$ cat src/rtl/alu_operations.sv
// ALU operation encoding shared by the decode stage and the execute unit.
`default_nettype none

package alu_operations;

  typedef enum logic [3:0] {
    Add                    = 4'd0,
    Subtract               = 4'd1,
    Shift_Left_Logical     = 4'd2,
    Set_Less_Than          = 4'd3,
    Set_Less_Than_Unsigned = 4'd4,
    Xor                    = 4'd5,
    Shift_Right_Logical    = 4'd6,
    Shift_Right_Arithmetic = 4'd7,
    Or                     = 4'd8,
    And                    = 4'd9
  } alu_operation_t;

endpackage

`default_nettype wire

$ cat src/rtl/decode_types.sv
// RV32I opcode/funct7 constants and the decoded-instruction bundle.
`default_nettype none

package decode_types;

  import alu_operations::*;

  localparam logic [6:0] OPCODE_OP     = 7'b0110011;
  localparam logic [6:0] OPCODE_OP_IMM = 7'b0010011;
  localparam logic [6:0] OPCODE_LUI    = 7'b0110111;
  localparam logic [6:0] OPCODE_AUIPC  = 7'b0010111;

  localparam logic [6:0] FUNCT7_BASE = 7'b0000000;
  localparam logic [6:0] FUNCT7_ALT  = 7'b0100000;

  typedef struct packed {
    alu_operation_t operation;
    logic [4:0]     rs1;
    logic [4:0]     rs2;
    logic [4:0]     rd;
    logic [31:0]    immediate;
    logic           operand_1_is_pc;
    logic           operand_2_is_immediate;
    logic           register_write;
    logic           illegal;
  } decoded_instruction_t;

endpackage

`default_nettype wire

$ cat src/rtl/instruction_decoder.sv
// Combinational RV32I decoder for OP, OP-IMM, LUI and AUIPC; anything else is illegal.
`default_nettype none

module instruction_decoder
  import alu_operations::*;
  import decode_types::*;
(
  input  logic [31:0]          i_instruction,
  output decoded_instruction_t o_decoded
);

  logic [6:0] w_opcode;
  logic [2:0] w_funct3;
  logic [6:0] w_funct7;
  logic [4:0] w_shamt;
  logic       w_illegal;
  decoded_instruction_t w_dec;

  assign w_opcode = i_instruction[6:0];
  assign w_funct3 = i_instruction[14:12];
  assign w_funct7 = i_instruction[31:25];
  assign w_shamt  = i_instruction[24:20];

  always_comb begin
    w_illegal                    = 1'b0;
    w_dec                        = '0;
    w_dec.operation              = Add;
    w_dec.rd                     = i_instruction[11:7];
    w_dec.rs1                    = i_instruction[19:15];
    w_dec.rs2                    = 5'd0;

    case (w_opcode)
      OPCODE_OP: begin
        w_dec.rs2            = i_instruction[24:20];
        w_dec.register_write = 1'b1;
        case ({w_funct7, w_funct3})
          {FUNCT7_BASE, 3'b000}: w_dec.operation = Add;
          {FUNCT7_ALT,  3'b000}: w_dec.operation = Subtract;
          {FUNCT7_BASE, 3'b001}: w_dec.operation = Shift_Left_Logical;
          {FUNCT7_BASE, 3'b010}: w_dec.operation = Set_Less_Than;
          {FUNCT7_BASE, 3'b011}: w_dec.operation = Set_Less_Than_Unsigned;
          {FUNCT7_BASE, 3'b100}: w_dec.operation = Xor;
          {FUNCT7_BASE, 3'b101}: w_dec.operation = Shift_Right_Logical;
          {FUNCT7_ALT,  3'b101}: w_dec.operation = Shift_Right_Arithmetic;
          {FUNCT7_BASE, 3'b110}: w_dec.operation = Or;
          {FUNCT7_BASE, 3'b111}: w_dec.operation = And;
          default:               w_illegal       = 1'b1;
        endcase
      end
      OPCODE_OP_IMM: begin
        w_dec.operand_2_is_immediate = 1'b1;
        w_dec.register_write         = 1'b1;
        w_dec.immediate              = {{20{i_instruction[31]}}, i_instruction[31:20]};
        case (w_funct3)
          3'b000: w_dec.operation = Add;
          3'b010: w_dec.operation = Set_Less_Than;
          3'b011: w_dec.operation = Set_Less_Than_Unsigned;
          3'b100: w_dec.operation = Xor;
          3'b110: w_dec.operation = Or;
          3'b111: w_dec.operation = And;
          3'b001: begin
            w_dec.immediate = {27'd0, w_shamt};
            if (w_funct7 == FUNCT7_BASE) w_dec.operation = Shift_Left_Logical;
            else                         w_illegal       = 1'b1;
          end
          default: begin
            w_dec.immediate = {27'd0, w_shamt};
            if (w_funct7 == FUNCT7_BASE)     w_dec.operation = Shift_Right_Logical;
            else if (w_funct7 == FUNCT7_ALT) w_dec.operation = Shift_Right_Arithmetic;
            else                             w_illegal       = 1'b1;
          end
        endcase
      end
      OPCODE_LUI, OPCODE_AUIPC: begin
        w_dec.rs1                    = 5'd0;
        w_dec.immediate              = {i_instruction[31:12], 12'd0};
        w_dec.operand_2_is_immediate = 1'b1;
        w_dec.operand_1_is_pc        = (w_opcode == OPCODE_AUIPC);
        w_dec.register_write         = 1'b1;
      end
      default: w_illegal = 1'b1;
    endcase

    // Illegal words must reach execute as a harmless no-write Add.
    if (w_illegal) begin
      w_dec.operation              = Add;
      w_dec.immediate              = 32'd0;
      w_dec.operand_1_is_pc        = 1'b0;
      w_dec.operand_2_is_immediate = 1'b0;
      w_dec.register_write         = 1'b0;
      w_dec.illegal                = 1'b1;
    end
  end

  assign o_decoded = w_dec;

endmodule

`default_nettype wire

$ cat src/rtl/instruction_decode_stage.sv
// Registered RV32I decode stage with a 2-entry skid buffer between fetch and execute.
`default_nettype none

module instruction_decode_stage
  import alu_operations::*;
  import decode_types::*;
#(
  parameter int PC_WIDTH = 32
) (
  input  logic                clock,
  input  logic                reset,
  input  logic                in_valid,
  output logic                in_ready,
  input  logic [31:0]         in_instruction,
  input  logic [PC_WIDTH-1:0] in_pc,
  output logic                out_valid,
  input  logic                out_ready,
  output logic [PC_WIDTH-1:0] out_pc,
  output alu_operation_t      out_operation,
  output logic [4:0]          out_rs1,
  output logic [4:0]          out_rs2,
  output logic [4:0]          out_rd,
  output logic [31:0]         out_immediate,
  output logic                out_operand_1_is_pc,
  output logic                out_operand_2_is_immediate,
  output logic                out_register_write,
  output logic                out_illegal
);

  decoded_instruction_t w_decoded;

  decoded_instruction_t r_dec0;
  decoded_instruction_t r_dec1;
  logic [PC_WIDTH-1:0]  r_pc0;
  logic [PC_WIDTH-1:0]  r_pc1;
  logic                 r_valid0;
  logic                 r_valid1;

  logic w_in_fire;
  logic w_out_fire;

  instruction_decoder u_decoder (
    .i_instruction (in_instruction),
    .o_decoded     (w_decoded)
  );

  // Readiness depends only on skid occupancy, never on out_ready.
  assign in_ready   = !r_valid1 && !reset;
  assign out_valid  = r_valid0 && !reset;
  assign w_in_fire  = in_valid && in_ready;
  assign w_out_fire = out_valid && out_ready;

  always_ff @(posedge clock) begin
    if (reset) begin
      r_valid0 <= 1'b0;
      r_valid1 <= 1'b0;
      r_dec0   <= '0;
      r_dec1   <= '0;
      r_pc0    <= '0;
      r_pc1    <= '0;
    end else if (w_out_fire || !r_valid0) begin
      if (r_valid1) begin
        r_dec0   <= r_dec1;
        r_pc0    <= r_pc1;
        r_valid0 <= 1'b1;
        r_valid1 <= 1'b0;
      end else if (w_in_fire) begin
        r_dec0   <= w_decoded;
        r_pc0    <= in_pc;
        r_valid0 <= 1'b1;
      end else begin
        r_valid0 <= 1'b0;
      end
    end else if (w_in_fire) begin
      r_dec1   <= w_decoded;
      r_pc1    <= in_pc;
      r_valid1 <= 1'b1;
    end
  end

  assign out_pc                     = r_pc0;
  assign out_operation              = r_dec0.operation;
  assign out_rs1                    = r_dec0.rs1;
  assign out_rs2                    = r_dec0.rs2;
  assign out_rd                     = r_dec0.rd;
  assign out_immediate              = r_dec0.immediate;
  assign out_operand_1_is_pc        = r_dec0.operand_1_is_pc;
  assign out_operand_2_is_immediate = r_dec0.operand_2_is_immediate;
  assign out_register_write         = r_dec0.register_write;
  assign out_illegal                = r_dec0.illegal;

endmodule

`default_nettype wire

$ cat config.mk
export PLATFORM = sky130hd
export DESIGN_NAME = instruction_decode_stage
export DESIGN_NICKNAME = d
export VERILOG_FILES = /design/src/rtl/alu_operations.sv /design/src/rtl/decode_types.sv /design/src/rtl/instruction_decoder.sv /design/src/rtl/instruction_decode_stage.sv
export SDC_FILE = /design/constraint.sdc
export NUM_CORES = 1
export LEC_CHECK = 0
export CAP_MARGIN = 10
export CORE_MARGIN = 3
export CORE_UTILIZATION = 35
export CTS_BUF_LIST = sky130_fd_sc_hd__clkbuf_8
export CTS_CLUSTER_DIAMETER = 100
export DETAILED_ROUTE_END_ITERATION = 16
export GPL_TIMING_DRIVEN = 1
export SKIP_CTS_REPAIR_TIMING = 1
export SYNTH_ARGS = -nofsm -noshare
export SYNTH_HDL_FRONTEND = slang
export SYNTH_SLANG_ARGS = --single-unit
export TNS_END_PERCENT = 50
$ cat constraint.sdc
create_clock -name clock -period 3.6 [get_ports clock]
set_input_delay 0.72 -clock clock [delete_from_list [all_inputs] [get_ports clock]]
set_output_delay 0.72 -clock clock [all_outputs]
set_load 0.05 [all_outputs]
==> flow_summary.ini <==
[floorplanning]
number_of_rows_in_the_core_area = 53
core_area_um2 = 21200
number_of_i_o_pins = 157
fp.dieArea_um2 = 23400
die_height_um = 153
initial_utilization = 0.358
dieWidth_um = 153

[grt]
first_global_vias = 6245
antenna_found_initial = 0
grt_first_pass_wirelength_mm = 34.3
grt.overflow.total = 0
gr-usage-all-layers = 0.180
largest_net_degree_at_the_start_of_global_routing = 86

[drt]
avgRoutedWirePerCell_um = 16.6
routed_wl_mm = 21.2
drt-initial-drc-count = 442
post_route_drc_violation_count = 0
met1_wire_length_mm = 10.1
dr.max_layer_used = met4
routed-wl-met3_um = 937
antenna_violating_nets_post_route = 0
detailed_routing_iterations_pass_1 = 5
met2WireLength_mm = 9.95
via_per_inst = 5.20
vias = 6640

[status]
status = completed

[final_layout]
fill_cells = 2076
area_growth_syn_to_layout_pct = 29.5
final_util = 0.463
nNetsFinal = 1057
drive_gt1_frac = 0.0739
antenna_cells_inserted = 0

[yosys]
synth-xor-area-share = 0.00347
most_used_flip_flop_cell_after_synthesis = dfxtp_1
post_synth_num_cell_types = 53
syn_area_um2 = 7560
synth_fa_ha_area_frac = 0
number_of_enable_type_register_cells_in_the_synthesized_netlist = 0
post_synth.cell_area_avg_um2 = 8.63
asyncSetResetFlopFracSynth = 0
synth_top_family_by_area = compound AO/OA/AOI/OAI gates
post_synth_simple_gate_area = 0.209
synthesized_area_fraction_occupied_by_ao_oa_aoi_and_oai_cells = 0.215
postSynthNetCount = 944
ys_ff_latch = 176
synth.mux.area_fraction = 0.0529
yosys_warnings = 0
synth_seq_area_share = 0.466
post_synth_inst_count = 876

[place]
detailed_place_hpwl_mm = 14.2
io_buffers = 156
gpl.final_weighted_congestion = 0.781

[hold_path]
hold_class = register to register

[clock_network]
worst_skew_pair_latency_ns = 0.46
cts-htree-levels = 4
cts_buffers = 17
tritoncts = done
clock_buffer_depth = 2
clkSinkCount = 176
cts_root_buffer = clkbuf_8
cts.reportedPaths.clkPinSlew_ns = 0.09

[worst_setup_path]
worstSetupPathType = register to output port
worst-endpoint-arrival_ns = 1.98
regToRegEndpoint = r_dec1[52]
reg2reg_setup_slack_ns = 1.19
path_cells = nor2b_1 > clkdlybuf4s50_1
worst_setup_path_end_kind = output port
first_element_of_the_critical_path = r_valid0
timing.reg2reg.worst_path_depth = 5
r2r_start = r_valid0
cp_slowest_stage_delay_ns = 0.82
crit_end = out_valid
cpMaxStageDelayCell = clkdlybuf4s50_1
cp_max_fo = 5
required_time_at_the_worst_slack_endpoint_ns = 2.88
element_type_at_the_critical_path_start = register

[timing]
worst_hold_slack_ns = 0.456
max_freq_mhz = 370
setup_repair_after_global_routing_missed_its_margin = no
timing_max_transition_violations_final = 0
worst_slew_margin_rel = 0.420
final-hold-violation-count = 0
post-route-min-period_ns = 2.70
worst_pin_slew_ns = 0.870
totalNegativeSetupSlack_ns = 0
finalCritPeriodShare = 0.750
setup_viol = 0
finClkSkew_ns = 0.0116

[power]
power_density_nw_per_um2 = 428
totalPowerFinal_uw = 4190
irDropWorstVdd_mv = 0.187
cellLeakagePower_uw = 0.00321

[run]
max_cap_violations = 0
-- logic make-up (layout without fill, tap and decap cells) --
kind of cell	after synthesis	in the layout
AND/OR/NAND/NOR	323	323
multiplexers	40	40
buffers and inverters	98	224
AO/OA/AOI/OAI	236	236
XOR/XNOR	3	3
flip-flops	176	176
-- layout make-up --
cell class	instances	area (um^2)	share of cell area
tap	275	344	0.0351
sequential	176	3530	0.360
inverter	9	33.8	0.00345
clock buffer	17	234	0.0239
clock inverter	15	186	0.0190
multi-input combinational	602	3680	0.376
timing repair buffer	183	1790	0.183
-- power by group --
part           internal (uW)  switching, uW
Combinational            254            432
Sequential              2010           41.0
Clock                    697            756
-- synth_stat cells, drive strengths merged, types with 8 or more instances --
cell type | number | area, um^2
nand3 | 14 | 70.1
buf | 29 | 144
mux2i | 40 | 400
a21oi | 78 | 390
nor2 | 94 | 353
clkbuf | 60 | 225
nand4 | 8 | 50.1
a22o | 11 | 96.3
nor3 | 19 | 111
nor2b | 23 | 144
nand2 | 108 | 405
a211oi | 85 | 638
a311oi | 13 | 120
dfxtp | 176 | 3520
o41ai | 19 | 166
nand3b | 30 | 225
and3 | 9 | 56.3
inv | 9 | 33.8
-- registers in the layout (all words and copies together) (netlist names), 4 cells and up --
signal / flops
out_rs1: 5
r_pc1: 32
out_rs2: 5
out_rd: 5
out_operation: 4
out_immediate: 32
r_dec1: 55
out_pc: 32
-- how the worst min path moves through the flow --
stage,from,to,cells after the start
floorplan,r_dec1[10],r_dec1[10],1
global placement,r_pc1[8],r_pc1[8],2
detailed placement,r_pc1[16],r_pc1[16],2
CTS,r_pc1[9],r_pc1[9],2
global route,r_pc1[17],r_pc1[17],2
finish,r_dec1[44],r_dec1[44],2
-- stage by stage --
step | instances | worst slack [ns] | cell area, um^2
detailed placement | 1245 | 0.509 | 9370
global placement | 1245 | 0.554 | 9370
finish | 1277 | 0.901 | 9790
CTS | 1277 | 0.848 | 9790
floorplan | 876 | 0.987 | 7560
global route | 1277 | 0.790 | 9790
-- worst max-delay path: cells and delay by family (launching register included) --
family | cells | cell delay (ns)
buffers and inverters | 1 | 0.82
flip-flops | 1 | 0.50
AND/OR/NAND/NOR | 1 | 0.20
-- metal layers --
metal  global-route usage  up-vias
li1                     -     3370
met1                0.254     3094
met2                0.281      154
met3               0.0374       22
met4               0.0518        0
met5                    0        -
-- layout by cell type, fill, tap and decap left out, types with 12 or more instances in the layout --
| cell | n |
|---|---|
| dfxtp_1 | 175 |
| clkdlybuf4s50_1 | 155 |
| nand2_1 | 108 |
| nor2_1 | 94 |
| a211oi_1 | 85 |
| a21oi_1 | 78 |
| mux2i_1 | 40 |
| nand3b_1 | 30 |
| buf_4 | 25 |
| nor2b_1 | 23 |
| o41ai_1 | 19 |
| nor3_1 | 17 |
| clkbuf_8 | 17 |
| nand3_1 | 14 |
| a311oi_1 | 12 |
No activity file was read; power rests on OpenSTA's default activity.
